[src/rtl/aurora_axi_pkg.sv]
// Shared AXI4-Lite definitions for the pipeline memory bridges.
// State codes are plain localparams so older netlists and waveform scripts keep their encodings.
package aurora_axi_pkg;

   localparam logic [1:0] AXI_OKAY   = 2'b00;
   localparam logic [1:0] AXI_SLVERR = 2'b10;

   typedef logic [2:0] axi_bram_state_t;

   localparam axi_bram_state_t ST_IDLE      = 3'd0;
   localparam axi_bram_state_t ST_W_COLLECT = 3'd1;
   localparam axi_bram_state_t ST_W_EXEC    = 3'd2;
   localparam axi_bram_state_t ST_W_RESP    = 3'd3;
   localparam axi_bram_state_t ST_R_EXEC    = 3'd4;
   localparam axi_bram_state_t ST_R_WAIT    = 3'd5;
   localparam axi_bram_state_t ST_R_RESP    = 3'd6;

endpackage

[src/rtl/axi_lite_bram_slave.sv]
// AXI4-Lite responder driving one BRAM port, one transaction at a time.
// Reads and writes alternate when both are pending; all responses are OKAY.
module axi_lite_bram_slave
   import aurora_axi_pkg::*;
#(
   parameter int ADDR_WIDTH = 16,
   parameter int LATENCY    = 1
) (
   input  logic                  clk,
   input  logic                  reset,
   input  logic [ADDR_WIDTH-1:0] s_axi_awaddr,
   input  logic [2:0]            s_axi_awprot,
   input  logic                  s_axi_awvalid,
   output logic                  s_axi_awready,
   input  logic [31:0]           s_axi_wdata,
   input  logic [3:0]            s_axi_wstrb,
   input  logic                  s_axi_wvalid,
   output logic                  s_axi_wready,
   output logic [1:0]            s_axi_bresp,
   output logic                  s_axi_bvalid,
   input  logic                  s_axi_bready,
   input  logic [ADDR_WIDTH-1:0] s_axi_araddr,
   input  logic [2:0]            s_axi_arprot,
   input  logic                  s_axi_arvalid,
   output logic                  s_axi_arready,
   output logic [31:0]           s_axi_rdata,
   output logic [1:0]            s_axi_rresp,
   output logic                  s_axi_rvalid,
   input  logic                  s_axi_rready,
   output logic                  bram_en,
   output logic [3:0]            bram_we,
   output logic [ADDR_WIDTH-1:0] bram_addr,
   output logic [31:0]           bram_wrdata,
   input  logic [31:0]           bram_rddata
);

   localparam int CNT_W = $clog2(LATENCY + 1);
   localparam logic [CNT_W-1:0] LAT_LAST = CNT_W'(LATENCY);

   axi_bram_state_t state;

   logic                  last_rd;
   logic                  served_any;
   logic                  aw_got;
   logic                  w_got;
   logic [ADDR_WIDTH-1:2] aw_addr_q;
   logic [31:0]           w_data_q;
   logic [3:0]            w_strb_q;
   logic [CNT_W-1:0]      lat_cnt;

   logic                  grant_w;
   logic                  aw_hs;
   logic                  w_hs;
   logic                  ar_hs;
   logic                  wr_launch;
   logic [ADDR_WIDTH-1:2] wr_addr_eff;
   logic [31:0]           wr_data_eff;
   logic [3:0]            wr_strb_eff;

   logic unused_inputs;
   assign unused_inputs = ^{s_axi_awprot, s_axi_arprot, s_axi_awaddr[1:0], s_axi_araddr[1:0]};

   assign s_axi_bresp  = AXI_OKAY;
   assign s_axi_rresp  = AXI_OKAY;
   assign s_axi_bvalid = (state == ST_W_RESP);
   assign s_axi_rvalid = (state == ST_R_RESP);

   // Write wins a contest unless the previous winner was a write; the very first contest after reset goes to the write.
   always_comb begin
      grant_w       = (s_axi_awvalid || s_axi_wvalid) && (!s_axi_arvalid || last_rd || !served_any);
      s_axi_awready = 1'b0;
      s_axi_wready  = 1'b0;
      s_axi_arready = 1'b0;
      if (!reset) begin
         case (state)
            ST_IDLE: begin
               s_axi_awready = grant_w;
               s_axi_wready  = grant_w;
               s_axi_arready = s_axi_arvalid && !grant_w;
            end
            ST_W_COLLECT: begin
               s_axi_awready = !aw_got;
               s_axi_wready  = !w_got;
            end
            default: ;
         endcase
      end
   end

   always_comb begin
      aw_hs       = s_axi_awvalid && s_axi_awready;
      w_hs        = s_axi_wvalid && s_axi_wready;
      ar_hs       = s_axi_arvalid && s_axi_arready;
      wr_addr_eff = aw_hs ? s_axi_awaddr[ADDR_WIDTH-1:2] : aw_addr_q;
      wr_data_eff = w_hs ? s_axi_wdata : w_data_q;
      wr_strb_eff = w_hs ? s_axi_wstrb : w_strb_q;
      wr_launch   = (aw_got || aw_hs) && (w_got || w_hs);
   end

   // BRAM strobes are pulsed for the single exec cycle; address and write data simply hold otherwise.
   always_ff @(posedge clk) begin
      if (reset) begin
         state       <= ST_IDLE;
         last_rd     <= 1'b0;
         served_any  <= 1'b0;
         aw_got      <= 1'b0;
         w_got       <= 1'b0;
         aw_addr_q   <= '0;
         w_data_q    <= '0;
         w_strb_q    <= '0;
         lat_cnt     <= '0;
         s_axi_rdata <= '0;
         bram_en     <= 1'b0;
         bram_we     <= 4'h0;
         bram_addr   <= '0;
         bram_wrdata <= '0;
      end else begin
         bram_en <= 1'b0;
         bram_we <= 4'h0;
         if (aw_hs) begin
            aw_got    <= 1'b1;
            aw_addr_q <= s_axi_awaddr[ADDR_WIDTH-1:2];
         end
         if (w_hs) begin
            w_got    <= 1'b1;
            w_data_q <= s_axi_wdata;
            w_strb_q <= s_axi_wstrb;
         end
         case (state)
            ST_IDLE, ST_W_COLLECT: begin
               if (aw_hs || w_hs || state == ST_W_COLLECT) begin
                  if (wr_launch) begin
                     state       <= ST_W_EXEC;
                     bram_en     <= 1'b1;
                     bram_we     <= wr_strb_eff;
                     bram_addr   <= {wr_addr_eff, 2'b00};
                     bram_wrdata <= wr_data_eff;
                  end else begin
                     state <= ST_W_COLLECT;
                  end
               end else if (ar_hs) begin
                  state     <= ST_R_EXEC;
                  bram_en   <= 1'b1;
                  bram_addr <= {s_axi_araddr[ADDR_WIDTH-1:2], 2'b00};
               end
            end
            ST_W_EXEC: begin
               state      <= ST_W_RESP;
               aw_got     <= 1'b0;
               w_got      <= 1'b0;
               last_rd    <= 1'b0;
               served_any <= 1'b1;
            end
            ST_W_RESP: begin
               if (s_axi_bready) state <= ST_IDLE;
            end
            ST_R_EXEC: begin
               state   <= ST_R_WAIT;
               lat_cnt <= CNT_W'(1);
            end
            ST_R_WAIT: begin
               if (lat_cnt == LAT_LAST) begin
                  state       <= ST_R_RESP;
                  s_axi_rdata <= bram_rddata;
               end else begin
                  lat_cnt <= lat_cnt + CNT_W'(1);
               end
            end
            ST_R_RESP: begin
               if (s_axi_rready) begin
                  state      <= ST_IDLE;
                  last_rd    <= 1'b1;
                  served_any <= 1'b1;
               end
            end
            default: state <= ST_IDLE;
         endcase
      end
   end

endmodule

[config.mk]
export PLATFORM = sky130hd
export DESIGN_NAME = axi_lite_bram_slave
export DESIGN_NICKNAME = d
export VERILOG_FILES = /design/src/rtl/aurora_axi_pkg.sv /design/src/rtl/axi_lite_bram_slave.sv
export SDC_FILE = /design/constraint.sdc
export NUM_CORES = 1
export LEC_CHECK = 0
export ABC_AREA = 1
export CORE_UTILIZATION = 35
export CTS_CLUSTER_SIZE = 14
export DETAILED_ROUTE_END_ITERATION = 12
export MAX_ROUTING_LAYER = met4
export PLACE_DENSITY = 0.71
export SKIP_CTS_REPAIR_TIMING = 1
export SYNTH_ARGS = -nofsm -noshare
export SYNTH_HDL_FRONTEND = slang
export SYNTH_SLANG_ARGS = --single-unit
export TNS_END_PERCENT = 20
[constraint.sdc]
create_clock -name clk -period 1.9 [get_ports clk]
set_input_delay 0.57 -clock clk [delete_from_list [all_inputs] [get_ports clk]]
set_output_delay 0.57 -clock clk [all_outputs]
set_load 0.005 [all_outputs]
==> Word-level counts from Yosys, hierarchy flattened <==
Cells that the tools add are included.
{ "word_totals": {"memories": 0, "output_inout_bits": 94, "reg_bits": 143, "romBits": 0, "latchBits": 0, "mem_bits_rw": 0} }
{ "op_classes": {"mux": 27, "div": 0, "magnitude_cmp": 0, "eq_ne": 11, "shift": 0, "add_sub_neg": 1, "n_reduce_logical": 31, "n_bitwise": 3, "n_mul": 0} }
{ "op_table": {"columns": ["cell", "count"], "rows": [
  ["$mux W16", 3],
  ["$mux W32", 1],
  ["$pmux W3 S6", 1],
  ["$mux W3", 5],
  ["$mux W14", 1],
  ["$pmux W1 S2", 5],
  ["$eq A3 B3 Y1 const B", 3],
  ["$mux W1", 9],
  ["$logic_or A1 B1 Y1", 7],
  ["$eq A3 B2 Y1 const B", 2],
  ["$logic_and A1 B1 Y1", 6],
  ["$reduce_and A3 Y1", 2],
  ["$reduce_bool A2 Y1", 3],
  ["$reduce_or A2 Y1", 3],
  ["$logic_not A1 Y1", 5],
  ["$mux W4", 1],
  ["$ne A2 B1 Y1 const B", 2],
  ["$ne A2 B2 Y1 const B", 2],
  ["$reduce_and A2 Y1", 2],
  ["$reduce_and A4 Y1", 1],
  ["$reduce_or A4 Y1", 1],
  ["$eq A3 B1 Y1 const B", 1],
  ["$logic_not A3 Y1", 1],
  ["$ne A3 B3 Y1 const B", 1],
  ["3 further kinds", 5]
]} }

==> Logic depth before layout (Yosys ltp) <==
Gate-level depths: netlist of run 1.
{ "depth": {"depth_word": 12, "ltp_mapped": 13, "depth_no_buf": 12} }

==> Worst setup path after synthesis of run 1 <==
Ideal clock, no wire load.
{ "synth_timing": {"kind": "in2reg", "start": "in s_axi_wvalid", "end": "reg bram_wrdata[29]", "arrival_ps": 1784, "path_slack_ps": -4, "path_stages": 9, "required_time_ps": 1781, "cell_sequence": "or2_1 -> nand3_1 -> nand2_1 -> nand3_4 -> buf_1 -> nand2_1 -> o21a_1 -> o21ai_0 -> a21oi_1"} }
{ "synth_via": {"elab_chain_len": 8} }
{ "synth_lines": {"columns": ["element", "line", "text"], "rows": [
  ["start, declared", "axi_lite_bram_slave.sv:17", "input logic s_axi_wvalid,"],
  ["$logic_or A1 B1 Y1", "axi_lite_bram_slave.sv:70", "grant_w = (s_axi_awvalid || s_axi_wvalid) && (!s_axi_arvalid || last_rd || !served_any);"],
  ["$logic_and A1 B1 Y1", "axi_lite_bram_slave.sv:70", null],
  ["$pmux W1 S2", "axi_lite_bram_slave.sv:75", "case (state)"],
  ["$mux W1", "axi_lite_bram_slave.sv:74", "if (!reset) begin"],
  ["$logic_and A1 B1 Y1, on equally long branches", "axi_lite_bram_slave.sv:91, axi_lite_bram_slave.sv:92", null],
  ["$logic_or A1 B1 Y1, on equally long branches", "axi_lite_bram_slave.sv:97, axi_lite_bram_slave.sv:131", null],
  ["$logic_and A1 B1 Y1 / $logic_or A1 B1 Y1 (equally long branches)", "axi_lite_bram_slave.sv:97, axi_lite_bram_slave.sv:131", null],
  ["$reduce_and A3 Y1 (no source line)", null, null],
  ["end signal, assigned", "axi_lite_bram_slave.sv:137", "bram_wrdata <= wr_data_eff;"],
  ["end, declared", "axi_lite_bram_slave.sv:33", "output logic [31:0] bram_wrdata,"]
]} }
Parallel ways exist; a longest one is shown, timed or not.
A chain may end at the register's enable or synchronous reset.

==> Worst setup path after layout of run 1 <==
{ "layout_timing": {"start": "reg state[1]", "end": "out s_axi_arready"} }
{ "layout_via": {"elab_chain_len": 3} }
{ "layout_lines": {"columns": ["element", "line", "text"], "rows": [
  ["start, declared", "axi_lite_bram_slave.sv:40", "axi_bram_state_t state;"],
  ["start signal, assigned", "axi_lite_bram_slave.sv:103", "state <= ST_IDLE;"],
  ["start signal, assigned", "axi_lite_bram_slave.sv:133", "state <= ST_W_EXEC;"],
  ["start signal, assigned", "axi_lite_bram_slave.sv:139", "state <= ST_W_COLLECT;"],
  ["$logic_not A3 Y1", "axi_lite_bram_slave.sv:75", null],
  ["$mux W1", "axi_lite_bram_slave.sv:75", null],
  ["$mux W1", "axi_lite_bram_slave.sv:74", null],
  ["end, declared", "axi_lite_bram_slave.sv:25", "output logic s_axi_arready,"]
]} }
No other way between the ends.

==> results of run 1 <==
## routing by layer
| metal | GRT usage, % | vias to the layer above | wire, microns |
|---|---|---|---|
| met5 | - | - | 0 |
| li1 | - | 2880 | - |
| met4 | 5.48 | 0 | 197 |
| met1 | 22.1 | 2605 | 7320 |
| met3 | 6.31 | 17 | 1250 |
| met2 | 29.7 | 162 | 8410 |
## kinds of logic (layout without fill, tap and decap cells)
kind of cell    count (synthesis)  in the layout  share of synthesized area, %
other cells                     1              6                        0.0647
buf+inv                       199            424                          13.9
mux                             3              3                         0.518
flops                         141            141                          48.7
compound gates                169            169                          16.6
simple gates                  280            280                          20.2
## synthesized netlist by cell type, types with 2 or more instances
master | instances | area, sq um
a21oi_1 | 72 | 360
buf_1 | 7 | 26.3
buf_2 | 5 | 25.0
buf_4 | 8 | 60.1
buf_6 | 3 | 33.8
clkbuf_1 | 29 | 109
dfxtp_1 | 141 | 2820
inv_1 | 143 | 537
inv_2 | 3 | 11.3
mux2i_1 | 3 | 30.0
nand2_1 | 143 | 537
nand3_1 | 37 | 185
nand3_4 | 3 | 52.6
nor2_1 | 83 | 312
nor3_1 | 7 | 35.0
o21a_1 | 46 | 345
o21ai_0 | 48 | 240
o21ai_1 | 2 | 10.0
## layout make-up
| cell class | instances | area [sq um] | share of cell area, % |
|---|---|---|---|
| clock inverter | 14 | 160 | 1.71 |
| sequential | 141 | 2830 | 30.3 |
| inverter | 147 | 564 | 6.04 |
| tap | 216 | 270 | 2.89 |
| clock buffer | 18 | 429 | 4.60 |
| timing repair buffer | 245 | 2580 | 27.7 |
| multi-input combinational | 458 | 2500 | 26.8 |
## flip-flops by register name, summed over array words and instances (netlist names)
name / flops
w_strb_q: 4
aw_got: 1
served_any: 1
s_axi_rdata: 32
bram_en: 1
bram_addr: 14
last_rd: 1
bram_we: 4
w_got: 1
lat_cnt: 1
aw_addr_q: 14
w_data_q: 32
bram_wrdata: 32
state: 3
## path summary, 6_finish.rpt
kind	from	depth (start not counted)	to
max reg2reg	state[1]$_SDFFE_PP0P_	13	bram_wrdata[1]$_SDFFE_PP0P_
min reg2reg	bram_wrdata[12]$_SDFFE_PP0P_	2	bram_wrdata[12]$_SDFFE_PP0P_
min	bram_wrdata[12]$_SDFFE_PP0P_	2	bram_wrdata[12]$_SDFFE_PP0P_
max	state[1]$_SDFFE_PP0P_	7	s_axi_arready
## power by group
group	internal, uW	switching [uW]
sequential	3360	165
clock	1960	1370
combinational	1930	2060
## metrics by stage
stage                     setup slack (ns)  setup TNS, ns  hold WS [ns]  util (%)
final                               -0.171          -2.02         0.442      58.4
after global placement              -0.813         -50.27         0.431      50.4
after detailed placement            -0.818         -53.09         0.434      50.4
after global routing                -0.272          -7.53         0.463      58.4
after floorplan                    0.00168              0         0.440         -
after CTS                           -0.822         -10.11         0.444      54.1
## worst register-to-register path, cell delays in order (launching register included)
cell and delay, ns:
dfxtp_4 0.37, inv_4 0.07, nand2_4 0.05, nor2_4 0.15
nand3_4 0.12, buf_6 0.13, nand2_4 0.05, nand3_4 0.14
nand3_4 0.13, nand3_4 0.12, buf_12 0.17, buf_8 0.12
buf_12 0.13, a21oi_1 0.18
## cells in the final DEF (no fill, tap or decap), types with 24 or more instances in the layout
cell type / n
clkdlybuf4s50_1: 173
inv_1: 140
dfxtp_1: 138
nand2_1: 133
nor2_1: 81
a21oi_1: 58
o21a_1: 46
nand3_1: 34
buf_4: 34
o21ai_0: 24
clkbuf_16: 24
==> flow_metrics.env, run 1 <==
export IMPL_placedCellCount=1190
export IMPL_cts_max_level=4
export IMPL_run_status="finished, violations left"
export IMPL_track_usage_pct=18.6
export IMPL_drtAntennaViolNets=0
export IMPL_violations="negative setup slack"
export IMPL_finalHoldViolCount=0
export IMPL_numCtsBuffers=17
export IMPL_finalClockSkew_ns=0.00771
export IMPL_clk_latency_ns=0.42
export IMPL_routed_wl_microns=17200
export IMPL_powerDensity_nw_per_um2=1160
export IMPL_cts_tree="done"
export IMPL_path_delay_family="buffers and inverters"
export IMPL_vias=5664
export IMPL_io_buffers=190
export IMPL_cp_required_ns=1.33
export IMPL_synthCells=793
export IMPL_clock_sinks=141
export IMPL_viasPerCell=4.57
export IMPL_path_common_cell="buf_6"
export IMPL_maxCapViolations=0
export IMPL_dr_pass1_iters=4
export IMPL_slew_violations=0
export IMPL_final_cells=1239
export IMPL_critPathArrivalTime_ns=1.50
export IMPL_fp_dieH_microns=131
export IMPL_drive_above_1_share_pct=15.9
export IMPL_grt_start_max_net_pins=91
export IMPL_yosysSeqAreaShare_pct=48.7
export IMPL_area_delta_synth_final_pct=61.1
export IMPL_grt_pass1_vias=5000
export IMPL_synth_avg_cell_area_sq_um=7.31
export IMPL_p_total_uw=10800
export IMPL_grt_pass1_wl_microns=23900
export IMPL_peakVddDrop_mv=0.690
export IMPL_rsz0062_at_grt="true"
export IMPL_overflow=0
export IMPL_path_clk_slew_ns=0.07
export IMPL_dieWidth_microns=131
export IMPL_async_reset_ff_share_pct=0
export IMPL_worstSetupPathType="flop to output port"
export IMPL_ys_warnings_count=0
export IMPL_nFillCells=1461
export IMPL_start_util_pct=36.2
export IMPL_final_cell_area_sq_um=9340
export IMPL_ys_ff_latch=141
export IMPL_synth_cell_types=28
export IMPL_period_share_pct=109
export IMPL_dp_hpwl_microns=10300
export IMPL_min_period_ns=2.07
export IMPL_leakage_uw=0.00406
export IMPL_startpoint_type="flop"
export IMPL_die_area_sq_um=17100
export IMPL_yosys_most_used_dff="dfxtp_1"
export IMPL_dr_first_iter_drc_count=238
export IMPL_antenna_cells=0
export IMPL_worst_slack_ns=-0.171
export IMPL_hold_path_class="flop to flop"
export IMPL_fp_row_count=46
export IMPL_finalWeightedCongestion=0.783
export IMPL_slowest_stage="dfxtp_4"
export IMPL_reg2reg_slack_ns=-0.11
export IMPL_crit_chain="inv_4 > nand2_4 > nor2_4 > buf_6 > nand4_1 > inv_2 > buf_6"
export IMPL_path_buf_inv=4
export IMPL_relSlewSlack_pct=33.1
export IMPL_io_pins=207
export IMPL_cp_end_kind="output port"
export IMPL_synth_area_sq_um=5800
export IMPL_crit_fanout=3
export IMPL_place_area_sq_um=8070
export IMPL_fmax_mhz=483
export IMPL_antenna_found_initial=0
export IMPL_nets=1123
export IMPL_slowest_delay_ns=0.37
export IMPL_setup_viol=44
export IMPL_synth_edff_count=0
export IMPL_core_region_area_sq_um=16000
export IMPL_tightest_slew_ns=1.00
export IMPL_ctsRootBufferMaster="clkbuf_16"
export IMPL_drc=0
export IMPL_cts_buffer_depth=2
export IMPL_wl_per_cell_microns=13.9
(Power assumes the default switching activity.)
==> run 2: changes to the inputs <==
--- a/config.mk
+++ b/config.mk
@@ -7,11 +7,13 @@
 export LEC_CHECK = 0
 export ABC_AREA = 1
 export CORE_UTILIZATION = 35
+export CTS_CLUSTER_DIAMETER = 100
 export CTS_CLUSTER_SIZE = 14
 export DETAILED_ROUTE_END_ITERATION = 12
 export MAX_ROUTING_LAYER = met4
 export PLACE_DENSITY = 0.71
 export SKIP_CTS_REPAIR_TIMING = 1
+export SLEW_MARGIN = 20
 export SYNTH_ARGS = -nofsm -noshare
 export SYNTH_HDL_FRONTEND = slang
 export SYNTH_SLANG_ARGS = --single-unit
==> results of run 2 <==
Final layout, timing and power as in run 1 (identical DEF).
==> run 3: changes to the inputs <==
--- a/config.mk
+++ b/config.mk
@@ -5,13 +5,12 @@
 export SDC_FILE = /design/constraint.sdc
 export NUM_CORES = 1
 export LEC_CHECK = 0
-export ABC_AREA = 1
 export CORE_UTILIZATION = 35
 export CTS_CLUSTER_DIAMETER = 100
 export CTS_CLUSTER_SIZE = 14
 export DETAILED_ROUTE_END_ITERATION = 12
 export MAX_ROUTING_LAYER = met4
-export PLACE_DENSITY = 0.71
+export PLACE_DENSITY = 0.73
 export SKIP_CTS_REPAIR_TIMING = 1
 export SLEW_MARGIN = 20
 export SYNTH_ARGS = -nofsm -noshare
==> flow_metrics.env, run 3 <==
export IMPL_fp_row_count=45
export IMPL_area_delta_synth_final_pct=63.4
export IMPL_async_reset_ff_share_pct=0
export IMPL_io_buffers=190
export IMPL_slew_violations=0
export IMPL_ys_warnings_count=0
export IMPL_dp_hpwl_microns=9620
export IMPL_grt_pass1_wl_microns=22700
export IMPL_cts_buffer_depth=2
export IMPL_crit_start="last_rd$_SDFFE_PP0P_"
export IMPL_drtAntennaViolNets=0
export IMPL_overflow=0
export IMPL_rr_startpoint="last_rd$_SDFFE_PP0P_"
export IMPL_p_total_uw=8570
export IMPL_ctsRootBufferMaster="clkbuf_16"
export IMPL_start_util_pct=35.9
export IMPL_rsz0062_at_grt="true"
export IMPL_min_period_ns=2.16
export IMPL_crit_fanout=2
export IMPL_violations="negative setup slack"
export IMPL_critPathArrivalTime_ns=1.59
export IMPL_final_cell_mix="clkdlybuf4s50_1, dfxtp_1, nor2_1, nand2_1, buf_4"
export IMPL_antenna_cells=0
export IMPL_finalHoldViolCount=0
export IMPL_leakage_uw=0.00359
export IMPL_hold_path_class="flop to flop"
export IMPL_synth_largest_area_cell="dfxtp_1"
export IMPL_cp_end_kind="output port"
export IMPL_fmax_mhz=464
export IMPL_startpoint_type="flop"
export IMPL_relSlewSlack_pct=47.6
export IMPL_dieWidth_microns=127
export IMPL_cts_max_level=4
export IMPL_clock_sinks=141
export IMPL_core_region_area_sq_um=15200
export IMPL_worst_slack_ns=-0.256
export IMPL_final_common_cell="clkdlybuf4s50_1"
export IMPL_hp_start="s_axi_rdata[17]$_SDFFE_PP0P_"
export IMPL_cts_tree="done"
export IMPL_grt_pass1_vias=4699
export IMPL_finalWeightedCongestion=0.821
export IMPL_run_status="finished, violations left"
export IMPL_wl_per_cell_microns=14.5
export IMPL_routed_wl_microns=15200
export IMPL_grt_use_met1_pct=22.3
export IMPL_antenna_found_initial=0
export IMPL_grt_start_max_net_pins=79
export IMPL_worstSetupPathType="flop to output port"
export IMPL_dr_first_iter_drc_count=258
export IMPL_grtUsageMet3_pct=6.16
export IMPL_netlist_area_leader_share_pct=51.8
export IMPL_synthTopCellsByArea="dfxtp_1, nor2_1, mux2i_1"
export IMPL_fp_dieH_microns=127
export IMPL_drive_above_1_share_pct=18.9
export IMPL_top_usage_layer="met2"
export IMPL_dr_pass1_iters=4
export IMPL_yosysMostFrequentCell="dfxtp_1"
export IMPL_clk_latency_ns=0.42
export IMPL_synthCells=613
export IMPL_setup_viol=50
export IMPL_powerDensity_nw_per_um2=962
export IMPL_die_area_sq_um=16100
export IMPL_peakVddDrop_mv=0.643
export IMPL_track_usage_pct=18.3
export IMPL_nets=959
export IMPL_path_clk_slew_ns=0.06
export IMPL_tightest_slew_ns=0.785
export IMPL_synth_area_sq_um=5450
export IMPL_synthTopCellsByCount="dfxtp_1, nor2_1, nand2_1"
export IMPL_finalClockSkew_ns=0.0151
export IMPL_final_cells=1047
export IMPL_yosys_most_used_dff="dfxtp_1"
export IMPL_numCtsBuffers=17
export IMPL_vias=5116
export IMPL_synth_avg_cell_area_sq_um=8.90
export IMPL_ys_ff_latch=141
export IMPL_maxCapViolations=0
export IMPL_largestRegisters="bram_wrdata x32, s_axi_rdata x32, w_data_q x32"
export IMPL_synth_cell_types=40
export IMPL_synth_edff_count=0
export IMPL_yosysSeqAreaShare_pct=51.8
export IMPL_io_pins=207
export IMPL_met2_usage_pct=28.6
export IMPL_drc=0
export IMPL_cp_required_ns=1.33
export IMPL_viasPerCell=4.89
export IMPL_placedCellCount=1006
export IMPL_period_share_pct=113
## run 3: cell families (layout without fill, tap and decap cells)
| group | after synthesis | count (layout) | share of synthesized area (%) |
|---|---|---|---|
| AO/OA/AOI/OAI | 133 | 133 | 17.2 |
| buffers and inverters | 55 | 296 | 4.77 |
| flip-flops | 141 | 141 | 51.8 |
| multiplexers | 36 | 36 | 6.61 |
| other | 1 | 6 | 0.0688 |
| AND/OR/NAND/NOR | 247 | 247 | 19.6 |
## run 3: worst paths after layout
path,end,slack [ns],depth (start not counted)
setup / recovery,s_axi_arready,-0.26,5
hold / removal,s_axi_rdata[17]$_SDFFE_PP0P_,0.45,2
setup reg to reg,bram_addr[6]$_SDFFE_PP0P_,-0.12,8
hold reg to reg,s_axi_rdata[17]$_SDFFE_PP0P_,0.45,2
## run 3: layer usage
layer	routed length, microns	share of wire (%)	vias up
met5	0	0	-
met4	187	1.2	0
met3	951	6.3	14
met2	7180	47	156
met1	6840	45	2384
li1	-	-	2562
## run 3: final cells by class
class | count | area [sq um]
Multi-Input combinational cell | 422 | 2580
Inverter | 2 | 10.0
Tap cell | 188 | 235
Clock inverter | 10 | 111
Timing Repair Buffer | 262 | 2650
Clock buffer | 22 | 494
Fill cell | 1345 | 6290
Sequential cell | 141 | 2830
## run 3: through the flow
stage / util, % / hold slack (ns) / instance area [sq um] / TNS [ns] / setup slack (ns)
floorplan: - / 0.452 / 5530 / -6.40 / -0.138
global placement: 52.3 / 0.441 / 7950 / -67.84 / -0.905
detailed placement: 52.3 / 0.446 / 7950 / -68.34 / -0.919
CTS: 56.3 / 0.454 / 8560 / -24.26 / -0.925
global route: 58.6 / 0.470 / 8910 / -8.52 / -0.357
finish: 58.6 / 0.451 / 8910 / -3.21 / -0.256
## run 3: worst max-delay path, cell delays in order, from the launching register on
cell     delay (ns)
dfxtp_2        0.31
and3b_2        0.25
nor2_2         0.04
nor4b_2        0.27
and2_1         0.17
buf_2          0.12
## run 3: report_power, final
part	leakage, uW	switching (uW)	internal [uW]
clock network	0.000294	1250	2100
registers	0.00115	118	3180
logic	0.00215	862	1060
